**src/rtl/fetch_if.sv**
```systemverilog
// Bundles the fetch stage's control inputs, instruction-memory port and IF/ID outputs.
// master: the fetch stage itself. slave: the hazard/branch/memory/decode side.
interface fetch_if;
  logic        stall;
  logic        redirect;
  logic [15:0] redirect_pc;
  logic [15:0] imem_addr;
  logic [15:0] imem_data;
  logic [15:0] if_id_inst;
  logic [15:0] if_id_pc_plus2;
  logic        if_id_valid;
  logic [15:0] pc_out;
  logic        fetch_halted;

  modport master (
    input  stall,
    input  redirect,
    input  redirect_pc,
    input  imem_data,
    output imem_addr,
    output if_id_inst,
    output if_id_pc_plus2,
    output if_id_valid,
    output pc_out,
    output fetch_halted
  );

  modport slave (
    output stall,
    output redirect,
    output redirect_pc,
    output imem_data,
    input  imem_addr,
    input  if_id_inst,
    input  if_id_pc_plus2,
    input  if_id_valid,
    input  pc_out,
    input  fetch_halted
  );
endinterface

```
**src/rtl/fetch_stage.sv**
```systemverilog
// Instruction-fetch stage: owns the PC, reads instruction memory, fills the IF/ID register
// and freezes on HLT until a redirect arrives.
module fetch_stage #(
  parameter logic [15:0] RESET_PC    = 16'h0000,
  parameter logic [3:0]  HALT_OPCODE = 4'hF,
  parameter logic [15:0] BUBBLE_INST = 16'h0000
) (
  input logic   clk,
  input logic   rst,
  fetch_if.master bus
);

  typedef enum logic [0:0] {StFetch, StHalted} state_e;

  state_e      state_q, state_d;
  logic [15:0] pc_q, pc_d;
  logic [15:0] inst_q, inst_d;
  logic [15:0] pc_plus2_q, pc_plus2_d;
  logic        valid_q, valid_d;
  logic [15:0] pc_plus2;
  logic        is_halt;

  assign pc_plus2 = pc_q + 16'd2;
  assign is_halt  = (bus.imem_data[15:12] == HALT_OPCODE);

  // Priority: redirect > stall > HLT detection > normal increment.
  always_comb begin
    state_d    = state_q;
    pc_d       = pc_q;
    inst_d     = inst_q;
    pc_plus2_d = pc_plus2_q;
    valid_d    = valid_q;
    if (bus.redirect) begin
      state_d    = StFetch;
      pc_d       = {bus.redirect_pc[15:1], 1'b0};
      inst_d     = BUBBLE_INST;
      pc_plus2_d = 16'h0000;
      valid_d    = 1'b0;
    end else if (!bus.stall) begin
      unique case (state_q)
        StFetch: begin
          inst_d     = bus.imem_data;
          pc_plus2_d = pc_plus2;
          valid_d    = 1'b1;
          if (is_halt) begin
            state_d = StHalted;
          end else begin
            pc_d = pc_plus2;
          end
        end
        StHalted: begin
          inst_d  = BUBBLE_INST;
          valid_d = 1'b0;
        end
        default: state_d = StFetch;
      endcase
    end
  end

  always_ff @(posedge clk or posedge rst) begin
    if (rst) begin
      state_q    <= StFetch;
      pc_q       <= RESET_PC;
      inst_q     <= BUBBLE_INST;
      pc_plus2_q <= 16'h0000;
      valid_q    <= 1'b0;
    end else begin
      state_q    <= state_d;
      pc_q       <= pc_d;
      inst_q     <= inst_d;
      pc_plus2_q <= pc_plus2_d;
      valid_q    <= valid_d;
    end
  end

  assign bus.imem_addr      = pc_q;
  assign bus.pc_out         = pc_q;
  assign bus.if_id_inst     = inst_q;
  assign bus.if_id_pc_plus2 = pc_plus2_q;
  assign bus.if_id_valid    = valid_q;
  assign bus.fetch_halted   = (state_q == StHalted);

endmodule
```
**src/flat_wrapper.sv**
```systemverilog
// flat-port wrapper written by rule: the top's interface ports become plain ports
module fetch_stage_flat 
#(
  parameter logic [15:0] RESET_PC    = 16'h0000,
  parameter logic [3:0]  HALT_OPCODE = 4'hF,
  parameter logic [15:0] BUBBLE_INST = 16'h0000
)
  (clk, rst, bus_stall, bus_redirect, bus_redirect_pc, bus_imem_data, bus_imem_addr, bus_if_id_inst, bus_if_id_pc_plus2, bus_if_id_valid, bus_pc_out, bus_fetch_halted);
  fetch_if bus_i ();
  input logic clk;
  input logic rst;
  input wire logic [$bits(bus_i.stall)-1:0] bus_stall;
  input wire logic [$bits(bus_i.redirect)-1:0] bus_redirect;
  input wire logic [$bits(bus_i.redirect_pc)-1:0] bus_redirect_pc;
  input wire logic [$bits(bus_i.imem_data)-1:0] bus_imem_data;
  output wire logic [$bits(bus_i.imem_addr)-1:0] bus_imem_addr;
  output wire logic [$bits(bus_i.if_id_inst)-1:0] bus_if_id_inst;
  output wire logic [$bits(bus_i.if_id_pc_plus2)-1:0] bus_if_id_pc_plus2;
  output wire logic [$bits(bus_i.if_id_valid)-1:0] bus_if_id_valid;
  output wire logic [$bits(bus_i.pc_out)-1:0] bus_pc_out;
  output wire logic [$bits(bus_i.fetch_halted)-1:0] bus_fetch_halted;
  assign bus_i.stall = bus_stall;
  assign bus_i.redirect = bus_redirect;
  assign bus_i.redirect_pc = bus_redirect_pc;
  assign bus_i.imem_data = bus_imem_data;
  assign bus_imem_addr = bus_i.imem_addr;
  assign bus_if_id_inst = bus_i.if_id_inst;
  assign bus_if_id_pc_plus2 = bus_i.if_id_pc_plus2;
  assign bus_if_id_valid = bus_i.if_id_valid;
  assign bus_pc_out = bus_i.pc_out;
  assign bus_fetch_halted = bus_i.fetch_halted;
  fetch_stage #(.RESET_PC(RESET_PC), .HALT_OPCODE(HALT_OPCODE), .BUBBLE_INST(BUBBLE_INST)) u_core (.clk(clk), .rst(rst), .bus(bus_i));
endmodule
```
**config.mk**
```make
export PLATFORM = sky130hd
export DESIGN_NAME = fetch_stage_flat
export DESIGN_NICKNAME = d
export VERILOG_FILES = /design/src/rtl/fetch_if.sv /design/src/rtl/fetch_stage.sv /design/src/flat_wrapper.sv
export SDC_FILE = /design/constraint.sdc
export NUM_CORES = 1
export LEC_CHECK = 0
export CAP_MARGIN = 10
export CORE_MARGIN = 2
export CORE_UTILIZATION = 30
export CTS_CLUSTER_DIAMETER = 50
export DETAILED_ROUTE_END_ITERATION = 10
export SLEW_MARGIN = 10
export SYNTH_ARGS = -nofsm -noshare
export SYNTH_HDL_FRONTEND = slang
export SYNTH_SLANG_ARGS = --single-unit
```
**constraint.sdc**
```tcl
create_clock -name clk -period 1.94 [get_ports clk]
set_clock_uncertainty 0.15 [all_clocks]
set_input_delay 0.388 -clock clk [delete_from_list [all_inputs] [get_ports clk]]
set_output_delay 0.388 -clock clk [all_outputs]
set_load 0.005 [all_outputs]
```
After elaboration in Yosys (flattened, before gate mapping)
Index checks and enable logic that the tools add are counted.
{"block": "totals", "regBits": 50, "in_bits": 36, "wordCells": 30}
{"block": "op_classes", "addsub": 1, "eq_ne": 4, "muxes": 17, "bitwise": 1, "reduce_logical": 2}
{"cell": "$mux 16", "count": 9}
{"cell": "$pmux 16 s2", "count": 1}
{"cell": "$add 16x2->16 const B", "count": 1}
{"cell": "$mux 1", "count": 6}
{"cell": "$eq 4x4->1 const B", "count": 1}
{"cell": "$ne 2x2->1 const B", "count": 2}
{"cell": "$reduce_and 3->1", "count": 1}
{"cell": "$ne 2x1->1 const B", "count": 1}
{"cell": "$pmux 1 s2", "count": 1}
{"cell": "$reduce_and 2->1", "count": 1}
{"cell": "$not 1->1", "count": 1}

Longest topological paths before layout
{"block": "logic_depth", "word_depth": 5, "ltp_mapped": 5, "ltp_nobuf": 5}

Least setup slack after synthesis
OpenSTA, ideal clock, no wires.
{"block": "synth_timing", "path_type": "reg2reg", "from": "register u_core.pc_q[1], in the netlist u_core.bus.imem_addr[1]", "to": "register u_core.pc_plus2_q[15], in the netlist u_core.bus.if_id_pc_plus2[15]", "setup_time_ns": 0.099, "arrival_ns": 1.584, "required_time_ns": 1.691, "path_slack_ns": 0.107, "stages_incl_launch_ff": 6, "path_buffers": 0, "cell_sequence": "dfrtp_1 > ha_1 > and3_1 > nand3_1 > or3_1 > a311oi_1"}
{"block": "synth_via", "elab_chain_len": 4}
{"element": "from (decl)", "line": "fetch_stage.sv:16", "rtl": "logic [15:0] pc_q, pc_d;"}
{"element": "from (signal assigned)", "line": "fetch_stage.sv:69", "rtl": "pc_q <= pc_d;"}
{"element": "$add 16x2->16", "line": "fetch_stage.sv:23", "rtl": "assign pc_plus2 = pc_q + 16'd2;"}
{"element": "$mux 16", "line": "fetch_stage.sv:40", "rtl": "unique case (state_q)"}
{"element": "$mux 16", "line": "fetch_stage.sv:39", "rtl": "end else if (!bus.stall) begin"}
{"element": "$mux 16", "line": "fetch_stage.sv:33", "rtl": "if (bus.redirect) begin"}
{"element": "to (signal assigned)", "line": "fetch_stage.sv:71", "rtl": "pc_plus2_q <= pc_plus2_d;"}
{"element": "to (decl)", "line": "fetch_stage.sv:18", "rtl": "logic [15:0] pc_plus2_q, pc_plus2_d;"}
Every way passes these cells. The select of a mux whose other input is x is not followed.
A chain may end at the register's enable or synchronous reset.

Worst setup path in the final report
{"block": "layout_timing", "from": "register u_core.pc_q[6], in the netlist u_core.bus.imem_addr[6]", "to": "output port bus_imem_addr[6]"}
{"element": "to (decl)", "line": "flat_wrapper.sv:16", "rtl": "output wire logic [$bits(bus_i.imem_addr)-1:0] bus_imem_addr;"}
No word-level cell between the ends.

==> results.yml <==
run_status:
  outcome: "complete, no violations"
yosys:
  synth-main-ff-cell: "dfrtp_1"
  async_flop_share: 1.00
  synth-xor-area-share: 0.0597
  yosysSeqAreaShare: 0.491
  synth_top_family_by_area: "simple AND/OR/NAND/NOR gates"
  ys.warnings.count: 0
  avgSynthCellArea_um2: 10.3
  yosys.cell_types.count: 45
  synthCells: 242
  synth_edf_count: 0
  muxShareOfSynthArea: 0.00802
  syn_area_um2: 2490
  synth-seq-cells: 49
  synth_fa_ha_area_frac: 0.00502
  synth-compound-area-share: 0.161
  yosys.area_share.simple: 0.194
setup_path:
  worstReg2RegEnd: "u_core.bus.if_id_pc_plus2[15]$_DFFE_PP0P_"
  crit_chain: "buf_6 -> clkdlybuf4s50_1"
  critPathRequiredTime_ns: 1.40
  critical_path_arrival_ns: 1.34
  crit_path_start_kind: "flop"
  critPathSlowestCell: "clkdlybuf4s50_1"
  slowest_delay_ns: 0.49
  critPathTopFamily: "buffers and inverters"
  cp_num_buf_inv: 2
  reg2regPathDepth: 5
  r2r_setup_slack_ns: 0.12
  timing.rr.start: "u_core.bus.imem_addr[5]$_DFFE_PP0P_"
  cp-end-kind: "primary output"
  worstPathMaxFanout: 5
  crit_type: "flop to primary output"
detailed_routing:
  wl_um: 6580
  highest_layer: "met4"
  first_pass_iters: 4
  route.detailed.drc: 0
  postRouteAntennaNets: 0
  wl_met1_um: 3040
  vias: 2136
  drt_iter0_drc: 93
  avgRoutedWirePerCell_um: 14.4
  wl_met2_um: 3180
  wl_met3_um: 289
  via_per_inst: 4.67
die:
  coreArea_um2: 8130
  die_y_um: 95.2
  die-width_um: 95.2
  num_io_pins: 102
  rows: 33
  initial_core_util: 0.307
  dieArea_um2: 9060
timing:
  timing.final.hold_violations: 0
  finalCritPeriodShare: 0.970
  max_freq_mhz: 531
  max-slew-margin-rel: 0.566
  whs_ns: 0.285
  timing.final.crit_period_ns: 1.88
  drv_slew: 0
  fin_setup_tns_ns: 0
  setup_viol_count_final: 0
  tightest_slew_ns: 0.649
place:
  port_buffers: 98
  place_congestion: 0.809
  placed_cell_area_um2: 3640
  dp_hpwl_um: 4870
min_path:
  hold_path_class: "input port to asynchronous set/reset pin"
power:
  power.total_uw: 2620
  leakage_uw: 0.00160
  power-per-cell-area_nw_per_um2: 682
  ir_worst_vdd_mv: 0.296
clock_tree:
  hold_buffers: 0
  clockBufferDepth: 2
  htreeDepth: 2
  cts_sinks: 49
  clock_latency_ns: 0.30
  cts_buffers: 5
  cts-root-buf: "clkbuf_8"
  clk_pin_slew_ns: 0.09
  tritoncts: "yes"
global_routing:
  grt_pass1_wl_um: 10500
  grt_usage: 0.151
  grt_overflow_total: 0
  antenna_found_initial: 0
  grt_max_degree: 50
  grt_pass1_vias: 2030
layout:
  antennaDiodeCount: 0
  drive_above_1_share: 0.176
  final_net_count: 388
  fin_area_um2: 3840
  final_util: 0.473
  area_growth_pct: 54.1
run:
  max_cap_violations: 0
## state kept, by name (all words and copies together), names as in the netlist
name and flops:
u_core.bus.if_id_inst 16, u_core.bus.fetch_halted 1, u_core.bus.if_id_pc_plus2 16, u_core.bus.if_id_valid 1
u_core.bus.imem_addr 15
## cell families (layout without fill, tap and decap cells)
group                      count (synthesis)  in the layout
AOI/OAI and AO/OA                         56             56
and+or+nand+nor                           82             82
buffers and inverters                     34            143
adders and majority gates                  1              1
xor gates and xnor gates                  17             17
other                                      1              2
muxes                                      2              2
DFF                                       49             49
## worst max path at each step
stage | startpoint | end | slack, ns | cells after the start
6_report | u_core.bus.imem_addr[6]$_DFFE_PP0P_ | bus_imem_addr[6] | 0.06 | 2
5_1_grt | bus_stall | u_core.bus.imem_addr[10]$_DFFE_PP0P_ | -0.01 | 7
3_5_place_dp | bus_stall | u_core.bus.if_id_inst[8]$_DFFE_PP0P_ | -0.42 | 3
4_1_cts | u_core.bus.imem_addr[3]$_DFFE_PP0P_ | bus_pc_out[3] | 0.0003 | 2
3_3_place_gp | bus_stall | u_core.bus.if_id_inst[3]$_DFFE_PP0P_ | -0.35 | 3
2_1_floorplan | u_core.bus.imem_addr[1]$_DFFE_PP0P_ | u_core.bus.if_id_pc_plus2[15]$_DFFE_PP0P_ | 0.11 | 5
## per-layer routing
metal / track usage / up-vias
met3: 0.0261 / 6
met4: 0.0411 / 0
li1: - / 1073
met1: 0.214 / 1000
met5: 0 / -
met2: 0.238 / 57
## metrics by stage
step	worst slack, ns	std cells
floorplan	0.107	243
global placement	-0.346	441
detailed placement	-0.423	441
CTS	0.000270	451
global route	-0.0116	457
finish	0.0575	457
## where the power goes
group	leakage (uW)	total [uW]	internal [uW]	switching, uW
clock	0.0000585	737	387	351
combinational	0.000925	713	429	284
sequential	0.000621	1170	1100	68.4
## layout by cell type, fill, tap and decap left out, types with 6 or more instances in the layout
cell,instances
clkdlybuf4s50_1,97
dfrtp_1,44
buf_4,32
nor2_1,21
nand2_1,15
a22o_1,15
o21ai_0,12
a211oi_1,11
xnor2_1,9
xor2_1,8
and3_1,7
nand3_1,6
or3_1,6
## what timing repair did
| action | in CTS | in global routing |
|---|---|---|
| resized for setup | 5 | 7 |
| endpoints found under the setup margin | 28 | 14 |
| setup buffers | 2 | 6 |
| pin swaps | 0 | 1 |
## worst min-delay path, delay by kind of cell
family,cells,cell delay (ns)
buffers and inverters,3,0.73
## cells in the mapped netlist, types with 3 or more instances
cell	instances	area [um2]
and3_1	7	43.8
a31oi_1	5	31.3
xor2_1	8	70.1
nand4_1	4	25.0
or3_1	6	37.5
a211oi_1	11	82.6
nand2_1	16	60.1
nor3_1	3	15.0
nor2_1	21	78.8
buf_4	18	135
clkbuf_1	11	41.3
o21ai_0	12	60.1
dfrtp_1	49	1230
xnor2_1	9	78.8
a22o_1	15	131
nand3_1	6	30.0
a311oi_1	3	26.3
## cell type report
type / count / area, um2
Clock buffer: 5 / 68.8
Clock inverter: 3 / 43.8
Fill cell: 746 / 4290
Inverter: 2 / 7.51
Multi-Input combinational cell: 160 / 1090
Sequential cell: 49 / 1230
Tap cell: 105 / 131
Timing Repair Buffer: 133 / 1270
Note: power is estimated with default switching activity, not from simulation.
